<file path="config.mk">
export PLATFORM = sky130hd
export DESIGN_NAME = sipo_deserializer_flat
export DESIGN_NICKNAME = d
export VERILOG_FILES = /design/src/rtl/sipo_deserializer_if.sv /design/src/rtl/sipo_deserializer.sv /design/src/flat_wrapper.sv
export SDC_FILE = /design/constraint.sdc
export NUM_CORES = 1
export LEC_CHECK = 0
export ABC_AREA = 1
export BUFFER_PORTS_ARGS = -buffer_cell sky130_fd_sc_hd__buf_2
export CAP_MARGIN = 15
export CORE_UTILIZATION = 44
export DETAILED_ROUTE_END_ITERATION = 8
export PLACE_DENSITY = 0.76
export SYNTH_ARGS = -nofsm -noshare
export SYNTH_HDL_FRONTEND = slang
export SYNTH_SLANG_ARGS = --single-unit
</file>
<file path="constraint.sdc">
create_clock -name clk -period 0.9 [get_ports clk]
set_input_delay 0.18 -clock clk [delete_from_list [all_inputs] [get_ports clk]]
set_output_delay 0.18 -clock clk [all_outputs]
set_load 0.05 [all_outputs]
</file>
<file path="src/rtl/sipo_deserializer_if.sv">
// Bundle of serial-input, parallel-output and error signals of the SIPO receiver.
// The receiver connects through the slave modport; the stream source and sink use the master modport.
interface sipo_deserializer_if #(
  parameter int WIDTH = 4
);
  logic             sin;
  logic             sin_valid;
  logic             start;
  logic [WIDTH-1:0] pout;
  logic             pout_valid;
  logic             pout_ready;
  logic             busy;
  logic             overrun;
  logic             frame_err;
  logic             err_clr;

  modport slave (
    input  sin, sin_valid, start, pout_ready, err_clr,
    output pout, pout_valid, busy, overrun, frame_err
  );

  modport master (
    output sin, sin_valid, start, pout_ready, err_clr,
    input  pout, pout_valid, busy, overrun, frame_err
  );
endinterface

</file>
<file path="src/rtl/sipo_deserializer.sv">
// Framed, MSB-first serial-to-parallel receiver with a one-word holding register,
// a valid/ready output handshake and sticky overrun/framing error flags.
module sipo_deserializer #(
  parameter int WIDTH = 4
) (
  input logic              clk,
  input logic              rst,
  sipo_deserializer_if.slave bus
);
  localparam int CNT_W = (WIDTH > 2) ? $clog2(WIDTH) : 1;
  localparam logic [CNT_W-1:0] LAST = CNT_W'(WIDTH - 1);

  typedef enum logic {IDLE, SHIFT} state_t;

  state_t           state;
  logic [WIDTH-1:0] shreg;
  logic [CNT_W-1:0] bit_cnt;
  logic [WIDTH-1:0] pout_q;
  logic             pout_valid_q;
  logic             busy_q;
  logic             overrun_q;
  logic             frame_err_q;

  logic             first_bit;
  logic             next_bit;
  logic             complete;
  logic             consume;
  logic [WIDTH-1:0] word;

  assign first_bit = bus.sin_valid & bus.start;
  assign next_bit  = bus.sin_valid & ~bus.start;
  assign complete  = (state == SHIFT) & next_bit & (bit_cnt == LAST);
  assign consume   = pout_valid_q & bus.pout_ready;
  assign word      = {shreg[WIDTH-2:0], bus.sin};

  // A start seen mid-word resynchronises onto the new word and flags the framing error.
  always_ff @(posedge clk or posedge rst) begin
    if (rst) begin
      state        <= IDLE;
      shreg        <= '0;
      bit_cnt      <= '0;
      pout_q       <= '0;
      pout_valid_q <= 1'b0;
      busy_q       <= 1'b0;
      overrun_q    <= 1'b0;
      frame_err_q  <= 1'b0;
    end else begin
      case (state)
        IDLE: begin
          if (first_bit) begin
            shreg   <= WIDTH'(bus.sin);
            bit_cnt <= CNT_W'(1);
            state   <= SHIFT;
            busy_q  <= 1'b1;
          end
        end
        SHIFT: begin
          if (first_bit) begin
            shreg   <= WIDTH'(bus.sin);
            bit_cnt <= CNT_W'(1);
          end else if (next_bit) begin
            shreg <= word;
            if (complete) begin
              bit_cnt <= '0;
              state   <= IDLE;
              busy_q  <= 1'b0;
            end else begin
              bit_cnt <= bit_cnt + CNT_W'(1);
            end
          end
        end
        default: begin
          state  <= IDLE;
          busy_q <= 1'b0;
        end
      endcase

      // A completed word only replaces pout when the slot is empty or being drained this edge.
      if (complete) begin
        if (!pout_valid_q || consume) begin
          pout_q       <= word;
          pout_valid_q <= 1'b1;
        end
      end else if (consume) begin
        pout_valid_q <= 1'b0;
      end

      if (bus.err_clr) begin
        overrun_q   <= 1'b0;
        frame_err_q <= 1'b0;
      end
      if (complete && pout_valid_q && !consume) begin
        overrun_q <= 1'b1;
      end
      if (state == SHIFT && first_bit) begin
        frame_err_q <= 1'b1;
      end
    end
  end

  assign bus.pout       = pout_q;
  assign bus.pout_valid = pout_valid_q;
  assign bus.busy       = busy_q;
  assign bus.overrun    = overrun_q;
  assign bus.frame_err  = frame_err_q;
endmodule

</file>
<file path="src/flat_wrapper.sv">
// flat-port wrapper written by rule: the top's interface ports become plain ports
module sipo_deserializer_flat 
#(
  parameter int WIDTH = 4
)
  (clk, rst, bus_sin, bus_sin_valid, bus_start, bus_pout_ready, bus_err_clr, bus_pout, bus_pout_valid, bus_busy, bus_overrun, bus_frame_err);
  sipo_deserializer_if #(.WIDTH(WIDTH)) bus_i ();
  input logic clk;
  input logic rst;
  input wire logic [$bits(bus_i.sin)-1:0] bus_sin;
  input wire logic [$bits(bus_i.sin_valid)-1:0] bus_sin_valid;
  input wire logic [$bits(bus_i.start)-1:0] bus_start;
  input wire logic [$bits(bus_i.pout_ready)-1:0] bus_pout_ready;
  input wire logic [$bits(bus_i.err_clr)-1:0] bus_err_clr;
  output wire logic [$bits(bus_i.pout)-1:0] bus_pout;
  output wire logic [$bits(bus_i.pout_valid)-1:0] bus_pout_valid;
  output wire logic [$bits(bus_i.busy)-1:0] bus_busy;
  output wire logic [$bits(bus_i.overrun)-1:0] bus_overrun;
  output wire logic [$bits(bus_i.frame_err)-1:0] bus_frame_err;
  assign bus_i.sin = bus_sin;
  assign bus_i.sin_valid = bus_sin_valid;
  assign bus_i.start = bus_start;
  assign bus_i.pout_ready = bus_pout_ready;
  assign bus_i.err_clr = bus_err_clr;
  assign bus_pout = bus_i.pout;
  assign bus_pout_valid = bus_i.pout_valid;
  assign bus_busy = bus_i.busy;
  assign bus_overrun = bus_i.overrun;
  assign bus_frame_err = bus_i.frame_err;
  sipo_deserializer #(.WIDTH(WIDTH)) u_core (.clk(clk), .rst(rst), .bus(bus_i));
endmodule
</file>
==> impl_metrics.env, run 1 <==
export IMPL_synthToLayoutAreaGrowth_pct=60.2
export IMPL_routed_wl_microns=1500
export IMPL_crit_path_end_kind="output pin"
export IMPL_wl_per_cell_microns=13.6
export IMPL_fmax_mhz=968
export IMPL_yosysTopAreaCell="dfrtp_1"
export IMPL_cts_root_buf="clkbuf_4"
export IMPL_track_usage=0.220
export IMPL_maxCapViolCount=0
export IMPL_dieArea_sq_um=1540
export IMPL_numCtsBuffers=3
export IMPL_overflow=0
export IMPL_drive_gt1_frac=0.547
export IMPL_postRouteAntennaNets=0
export IMPL_grt_pass1_wl_microns=2150
export IMPL_hold_ws_ps=147
export IMPL_power_density_nw_per_um2=2930
export IMPL_timing_final_crit_share=1.15
export IMPL_die_w_microns=39.3
export IMPL_finalSetupTns_ps=-1930
export IMPL_leakage_nw=0.535
export IMPL_synthArstFlopShare=1.00
export IMPL_path_class="reg -> out"
export IMPL_postLayoutSetupSlackWorst_ps=-133
export IMPL_outcome="finished with violations"
export IMPL_clock_latency_ps=280
export IMPL_synth_edf_count=0
export IMPL_synth_top_cell_area_share=0.574
export IMPL_vias_per_cell=4.98
export IMPL_synthTopCellsByArea="dfrtp_1, nand2_1, inv_1, nand4_1, nand3_1"
export IMPL_worstMarginPinSlew_ps=190
export IMPL_hp_class="in -> reg"
export IMPL_start_util=0.469
export IMPL_cp_top_family="flip-flops"
export IMPL_rows=13
export IMPL_slowest_delay_ps=410
export IMPL_synthCells=65
export IMPL_setup_viol=20
export IMPL_synthTopCellsByCount="nand2_1, dfrtp_1, inv_1, nand3_1, nand4_1"
export IMPL_io_pin_count=15
export IMPL_power_mw=2.86
export IMPL_dp_slack_ps=-73.7
export IMPL_nets=104
export IMPL_tritoncts="done"
export IMPL_syn_area_sq_um=611
export IMPL_grt_antenna_before_repair=0
export IMPL_dr_pass1_iters=4
export IMPL_syn_num_nets=73
export IMPL_crit_fanout=2
export IMPL_ys_ff_latch=14
export IMPL_fin_skew_ps=2.77
export IMPL_syn_avg_cell_area_sq_um=9.39
export IMPL_dr_total_vias=548
export IMPL_worst_ep_arrival_time_ps=850
export IMPL_path_clk_slew_ps=90
export IMPL_cp_slowest_cell="dfrtp_1"
export IMPL_cp_start_kind="register"
export IMPL_violations="negative setup slack"
export IMPL_die_y_microns=39.3
export IMPL_worst_path_buf_inv=1
export IMPL_drt_iter0_markers=10
export IMPL_fp_coreArea_sq_um=1300
export IMPL_relSlewSlack=0.873
export IMPL_yosysSeqAreaShare=0.574
export IMPL_dp_hpwl_microns=861
export IMPL_grt_max_degree=15
export IMPL_yosysMostFrequentCell="nand2_1"
export IMPL_first_global_vias=495
export IMPL_hold_violations=0
export IMPL_place_congestion=0.820
export IMPL_rsz0062_at_grt="yes"
export IMPL_htreeDepth=1
export IMPL_clockBufferDepth=2
export IMPL_cts_sinks=14
export IMPL_period_minus_slack_ps=1030
export IMPL_maxSlewViolCount=0
export IMPL_synthFlopType="dfrtp_1"
export IMPL_io_buffer_count=14
export IMPL_required_ps=720
export IMPL_peakVddDrop_v=0.00167
export IMPL_remaining_drc_errors=0
export IMPL_synth_cell_types=15
export IMPL_ys_warn_count=0
export IMPL_diodes=0
export IMPL_crit_chain="buf_6"
==> stage by stage <==
| stage | cell area (sq um) | utilization | std cells |
|---|---|---|---|
| finish | 978 | 0.752 | 110 |
| global route | 978 | 0.752 | 110 |
| CTS | 943 | 0.725 | 109 |
| detailed placement | 741 | 0.569 | 98 |
| global placement | 741 | 0.569 | 98 |
| floorplan | 622 | - | 65 |
==> tightest hold or removal path, delay by kind of cell <==
kind	cells	cell delay, ps
buffers and inverters	2	130
and+or+nand+nor	2	90
==> logic make-up after synthesis <==
group / share of synthesized area
AND/OR/NAND/NOR: 0.307
flip-flops: 0.574
buffers and inverters: 0.0553
AO/OA/AOI/OAI: 0.0430
adder cells (fa/ha/maj): 0.0205
==> sequential cells by signal, summed over array words and instances, names as in the netlist <==
signal / flops
u_core.bus.pout: 4
u_core.shreg: 3
u_core.bit_cnt: 2
u_core.bus.busy: 1
u_core.bus.frame_err: 1
u_core.bus.overrun: 1
u_core.bus.pout_valid: 1
u_core.state: 1
==> metal layers <==
layer	global-route usage	share of wire	wire (microns)	vias to the layer above
li1	-	-	-	268
met1	0.245	0.41	621	260
met2	0.354	0.52	787	14
met3	0.0739	0.030	45	6
met4	0.147	0.030	45	0
met5	0	0	0	-
==> worst paths after layout <==
kind                                                     endpoint  slack (ps)  cells past startpoint                      startpoint
worst max-delay path                                  bus_overrun        -130                      1  u_core.bus.overrun$_DFFE_PP0P_
worst min-delay path             u_core.bus.frame_err$_DFFE_PP0P_         150                      4                     bus_err_clr
worst max register to register     u_core.bus.pout[0]$_DFFE_PP0P_        -110                      5          u_core.state$_DFF_PP0_
worst min register to register     u_core.bus.pout[2]$_DFFE_PP0P_         510                      2  u_core.bus.pout[2]$_DFFE_PP0P_
max in group asynchronous       u_core.bus.pout_valid$_DFFE_PP0P_         290                      4                             rst
min in group asynchronous          u_core.bus.overrun$_DFFE_PP0P_         430                      4                             rst
==> placed cells by master, fill, tap and decap left out <==
master	instances
clkbuf_8	1
dlygate4sd3_1	1
nor2_8	1
o21ai_2	2
o22ai_2	1
o21ai_1	1
o21ai_0	1
inv_2	1
buf_6	10
nand4_1	4
dfrtp_1	13
dfrtp_2	1
clkbuf_4	3
buf_2	6
buf_4	9
inv_1	8
nand3_1	1
nand2_1	13
nand3_2	3
nand3_4	1
ha_4	1
or2_1	1
nand2_4	5
nand2_2	7
==> what timing repair did <==
action,in CTS,in global routing
gates resized for setup,29,10
pin swaps,4,5
setup endpoints to repair,19,21
hold buffers,1,0
setup buffers,6,2
hold endpoints to repair,14,0
==> final cells by class <==
class / count / area, sq um
clock buffer: 4 / 36.3
tap: 15 / 18.8
multi-input combinational: 42 / 318
fill: 78 / 323
sequential: 14 / 352
inverter: 9 / 33.8
timing repair buffer: 26 / 220
==> where the power goes <==
group	internal [mW]	switching, mW
combinational	0.614	0.815
clock	0.246	0.216
sequential	0.813	0.158
total	1.67	1.19
(Power assumes the default switching activity.)
==> inputs of run 2 (changes only) <==
ABC_AREA = unset   (was 1)
==> impl_metrics.env, run 2 <==
export IMPL_diodes=0
export IMPL_remaining_drc_errors=0
export IMPL_synth_top_family_by_area="simple AND/OR/NAND/NOR gates"
export IMPL_crit_chain="ha_4, nand4b_4, nor2b_4, mux2_2"
export IMPL_cp_start_kind="register"
export IMPL_top_usage_layer="met2"
export IMPL_fmax_mhz=736
export IMPL_nets=101
export IMPL_syn_area_sq_um=631
export IMPL_crit_path_start="u_core.bit_cnt[0]$_DFFE_PP0P_"
export IMPL_drive_gt1_frac=0.670
export IMPL_synthTopCellsByArea="dfrtp_1, mux2_2, nand4b_4, nand2_1, inv_1"
export IMPL_timing_final_crit_share=1.51
export IMPL_synthToLayoutAreaGrowth_pct=65.7
export IMPL_dr_total_vias=543
export IMPL_dpl_instance_area_sq_um=820
export IMPL_dieArea_sq_um=1590
export IMPL_synth_top_cell_area_share=0.556
export IMPL_synth_edf_count=0
export IMPL_fin_util=0.793
export IMPL_syn_num_nets=63
export IMPL_dr_pass1_iters=3
export IMPL_worstMarginPinSlew_ps=188
export IMPL_fin_area_sq_um=1040
export IMPL_relSlewSlack=0.875
export IMPL_grt_pass1_wl_microns=2230
export IMPL_r2r_end="u_core.bus.pout[2]$_DFFE_PP0P_"
export IMPL_drt_iter0_markers=6
export IMPL_io_pin_count=15
export IMPL_postLayoutSetupSlackWorst_ps=-459
export IMPL_synthCells=55
export IMPL_hp_class="in -> reg"
export IMPL_reg2reg_depth=4
export IMPL_io_buffer_count=14
export IMPL_grt_antenna_before_repair=0
export IMPL_power_density_nw_per_um2=2830
export IMPL_vias_per_cell=5.12
export IMPL_crit_fanout=4
export IMPL_fin_skew_ps=0.800
export IMPL_track_usage=0.223
export IMPL_syn_avg_cell_area_sq_um=11.5
export IMPL_synth_cell_types=20
export IMPL_yosysTopAreaCell="dfrtp_1"
export IMPL_violations="negative setup slack"
export IMPL_leakage_nw=0.517
export IMPL_fillCellCount=68
export IMPL_yosysSeqAreaShare=0.556
export IMPL_worst_ep_arrival_time_ps=1520
export IMPL_crit_path_end_kind="register"
export IMPL_wl_per_cell_microns=14.8
export IMPL_ys_ff_latch=14
export IMPL_mostFrequentLayoutCell="buf_6"
export IMPL_outcome="finished with violations"
export IMPL_synthAdderAreaFrac=0.0198
export IMPL_use_met3=0.0739
export IMPL_die_w_microns=39.9
export IMPL_dp_hpwl_microns=924
export IMPL_postRouteAntennaNets=0
export IMPL_die_y_microns=39.9
export IMPL_path_class="reg -> reg"
export IMPL_rows=13
export IMPL_synth_simple_area_share=0.165
export IMPL_maxCapViolCount=0
export IMPL_fp_coreArea_sq_um=1320
export IMPL_use_met2=0.377
export IMPL_setup_viol=22
export IMPL_first_global_vias=511
export IMPL_place_congestion=0.698
export IMPL_grt_max_degree=15
export IMPL_cts_root_buf="clkbuf_4"
export IMPL_clockBufferDepth=2
export IMPL_synthTopCellsByCount="dfrtp_1, nand2_1, inv_1, mux2_2"
export IMPL_required_ps=1060
export IMPL_htreeDepth=1
export IMPL_period_minus_slack_ps=1360
export IMPL_synthArstFlopShare=1.00
export IMPL_peakVddDrop_v=0.00199
export IMPL_overflow=0
export IMPL_cts_sinks=14
export IMPL_cp_depth=4
export IMPL_hold_violations=0
export IMPL_ys_warn_count=0
export IMPL_worst_path_buf_inv=0
export IMPL_routed_wl_microns=1570
export IMPL_crit_path_end="u_core.bus.pout[2]$_DFFE_PP0P_"
export IMPL_met1_usage=0.249
export IMPL_clock_latency_ps=280
export IMPL_timing_rr_start="u_core.bit_cnt[0]$_DFFE_PP0P_"
export IMPL_muxShareOfSynthArea=0.0893
export IMPL_layout_common_cells="buf_6, buf_4, dfrtp_1"
export IMPL_synthFlopType="dfrtp_1"
export IMPL_start_util=0.479
export IMPL_synth_compound_area_frac=0.103
export IMPL_numCtsBuffers=3
export IMPL_path_clk_slew_ps=80
export IMPL_yosysMostFrequentCell="dfrtp_1"
export IMPL_largest_reg_flops=4
export IMPL_synth_xor_area_frac=0
export IMPL_tritoncts="done"
export IMPL_maxSlewViolCount=0
export IMPL_cp_top_family="flip-flops"
export IMPL_rsz0062_at_grt="yes"
export IMPL_slowest_delay_ps=410
export IMPL_r2r_slack_ps=-460
export IMPL_cp_slowest_cell="dfrtp_1"
==> run 2: changes by cell type after synthesis, sizes merged, moves of 2 or more <==
| cell | change |
|---|---|
| nand4 | -4 |
| nand3 | -3 |
| buf | +3 |
| nand2 | -19 |
| inv | -4 |
| a21oi | +3 |
| mux2 | +5 |
| nand2b | +2 |
| a22o | +2 |
==> run 2: where the power goes <==
part           internal [mW]  total [mW]  leakage [nW]  switching, mW
Sequential             0.820       0.994         0.175          0.174
Clock                  0.155       0.349        0.0138          0.194
Combinational          0.809        1.61         0.328          0.801
==> run 2: worst min path at each step <==
stage | end | slack, ps | cells past startpoint | start
after floorplan | u_core.bit_cnt[0]$_DFFE_PP0P_ | 70 | 1 | rst
after global placement | u_core.bus.overrun$_DFFE_PP0P_ | 180 | 3 | rst
after detailed placement | u_core.bus.pout[3]$_DFFE_PP0P_ | 180 | 3 | rst
after CTS | u_core.bus.frame_err$_DFFE_PP0P_ | 80 | 2 | bus_err_clr
after global routing | u_core.bus.frame_err$_DFFE_PP0P_ | 70 | 2 | bus_err_clr
final | u_core.bus.frame_err$_DFFE_PP0P_ | 90 | 2 | bus_err_clr
==> run 2: what timing repair did <==
action | CTS | global route
hold buffers | 1 | 0
endpoints found under the setup margin | 21 | 22
pin swaps | 6 | 5
cloned | 0 | 0
endpoints found under the hold margin | 14 | 0
buffers inserted | 6 | 5
resized for setup | 28 | 10
==> run 2: routing by layer <==
metal,up-vias,part of all wire
met2,16,0.52
met1,261,0.41
met5,-,0
met4,0,0.033
met3,6,0.036
li1,260,-
==> run 2: logic make-up after synthesis <==
logic type / count (synthesis)
AOI/OAI and AO/OA: 11
adders and majority gates: 1
buffers and inverters: 8
DFF: 14
muxes: 5
and+or+nand+nor: 16
==> run 2: worst register-to-register path, cell delays in order (launching register included) <==
cell and delay [ps]:
dfrtp_1 410, ha_4 170, nand4b_4 110, nor2b_4 200, mux2_2 360
==> run 2: area by class of cell <==
type	count	area, sq um	share of cell area
Clock buffer	3	22.5	0.0216
Inverter	5	18.8	0.0180
Multi-Input combinational cell	33	313	0.299
Sequential cell	14	354	0.339
Tap cell	15	18.8	0.0180
Timing Repair Buffer	36	318	0.304
==> run 2: metrics by stage <==
step | TNS (ps) | setup WS, ps | total power [mW] | cells | hold WS (ps)
floorplan | -1710 | -373 | 1.76 | 55 | 69.1
global placement | -2570 | -362 | 2.03 | 92 | 183
detailed placement | -3030 | -426 | 2.08 | 92 | 184
CTS | -4390 | -433 | 2.80 | 102 | 84.5
global route | -5660 | -507 | 3.09 | 106 | 68.4
finish | -4820 | -459 | 2.95 | 106 | 86.7
==> inputs of run 3 (changes only) <==
BUFFER_PORTS_ARGS = -buffer_cell sky130_fd_sc_hd__buf_4   (was -buffer_cell sky130_fd_sc_hd__buf_2)
==> impl_metrics.env, run 3 (synthesis gave the netlist of run 2 again) <==
export IMPL_outcome="finished with violations"
export IMPL_violations="negative setup slack"
export IMPL_remaining_drc_errors=0
export IMPL_path_class="reg -> reg"
export IMPL_cts_root_buf="clkbuf_4"
export IMPL_worst_ep_arrival_time_ps=1480
export IMPL_maxCapViolCount=0
export IMPL_drt_iter0_markers=8
export IMPL_fin_area_sq_um=1010
export IMPL_fp_coreArea_sq_um=1320
export IMPL_finalSetupTns_ps=-4310
export IMPL_r2r_slack_ps=-420
export IMPL_rows=13
export IMPL_dr_pass1_iters=4
export IMPL_dr_total_vias=501
export IMPL_period_minus_slack_ps=1320
export IMPL_grt_pass1_wl_microns=2100
export IMPL_place_congestion=0.688
export IMPL_post_place_cells=92
export IMPL_drive_gt1_frac=0.609
export IMPL_fin_util=0.764
export IMPL_first_global_vias=487
export IMPL_layout_common_cells="buf_4, buf_6, dfrtp_1"
export IMPL_setup_viol=21
export IMPL_die_w_microns=39.9
export IMPL_wl_per_cell_microns=13.7
export IMPL_mostFrequentLayoutCell="buf_4"
export IMPL_maxSlewViolCount=0
export IMPL_clock_latency_ps=280
export IMPL_htreeDepth=1
export IMPL_cts_sinks=14
export IMPL_clockBufferDepth=2
export IMPL_largest_reg_flops=4
export IMPL_postLayoutSetupSlackWorst_ps=-421
export IMPL_nets=96
export IMPL_synthToLayoutAreaGrowth_pct=59.5
export IMPL_layoutNonFillerInstCount=102
export IMPL_peakVddDrop_v=0.00204
export IMPL_tritoncts="done"
export IMPL_routed_wl_microns=1400
export IMPL_die_y_microns=39.9
export IMPL_numCtsBuffers=3
export IMPL_dp_hpwl_microns=863
export IMPL_rsz0062_at_grt="yes"
export IMPL_start_util=0.479
export IMPL_timing_final_crit_share=1.47
export IMPL_grt_antenna_before_repair=0
export IMPL_diodes=0
export IMPL_leakage_nw=0.493
export IMPL_dieArea_sq_um=1590
export IMPL_io_pin_count=15
export IMPL_crit_fanout=4
export IMPL_fin_skew_ps=10.9
export IMPL_postRouteAntennaNets=0
export IMPL_worstMarginPinSlew_ps=181
export IMPL_dpl_instance_area_sq_um=855
export IMPL_path_clk_slew_ps=90
export IMPL_hp_class="in -> reg"
export IMPL_vias_per_cell=4.91
export IMPL_fmax_mhz=757
export IMPL_required_ps=1060
export IMPL_track_usage=0.209
export IMPL_power_density_nw_per_um2=2750
export IMPL_hold_violations=0
export IMPL_crit_path_end_kind="register"
export IMPL_overflow=0
export IMPL_relSlewSlack=0.879
export IMPL_grt_max_degree=15
export IMPL_io_buffer_count=14
export IMPL_cp_start_kind="register"
export IMPL_dp_slack_ps=-404
-- run 3: layout make-up --
type	count	area (sq um)
clock buffers	4	26.3
multi-input cells	33	304
well taps	15	18.8
inverters	5	18.8
flip-flops and latches	14	354
fillers	80	312
repair buffers	31	284
-- run 3: per-stage QoR --
step | hold slack (ps) | total power, mW
floorplan | 69.1 | 1.76
CTS | 91.3 | 2.73
global route | 85.2 | 2.92
global placement | 194 | 2.10
finish | 94.0 | 2.77
detailed placement | 205 | 2.13
-- run 3: repair_timing --
item,4_1_cts,5_1_grt
setup buffers,4,4
setup endpoints to repair,21,21
pin swaps,4,6
endpoints found under the hold margin,14,0
hold buffers,1,0
gates resized for setup,17,6
-- run 3: layer usage --
metal  track usage  share of wire  up-vias
li1              -              -      251
met1         0.239           0.42      238
met2         0.357           0.54       12
met3        0.0682          0.044        0
met4        0.0776              0        0
met5             0              0        -
-- run 3: worst paths after layout --
check / depth (start not counted) / endpoint / start
setup / recovery: 4 / u_core.bus.pout[3]$_DFFE_PP0P_ / u_core.bit_cnt[1]$_DFFE_PP0P_
hold / removal: 2 / u_core.bus.frame_err$_DFFE_PP0P_ / bus_err_clr
setup reg to reg: 4 / u_core.bus.pout[3]$_DFFE_PP0P_ / u_core.bit_cnt[1]$_DFFE_PP0P_
hold reg to reg: 1 / u_core.bus.pout[1]$_DFFE_PP0P_ / u_core.bus.pout[1]$_DFFE_PP0P_
max in group asynchronous: 4 / u_core.state$_DFF_PP0_ / rst
min in group asynchronous: 4 / u_core.bus.pout_valid$_DFFE_PP0P_ / rst
-- run 3: worst max-delay path, stage by stage (launching register included) --
cell and delay [ps]:
dfrtp_1 400, ha_4 170, nand4b_4 110, nor2b_4 170
mux2_2 350
-- run 3: where the power goes --
part	internal, mW	switching [mW]	total [mW]	leakage [nW]
registers	0.820	0.163	0.983	0.175
clock network	0.172	0.203	0.375	0.0150
logic	0.676	0.733	1.41	0.303
total	1.67	1.10	2.77	0.493
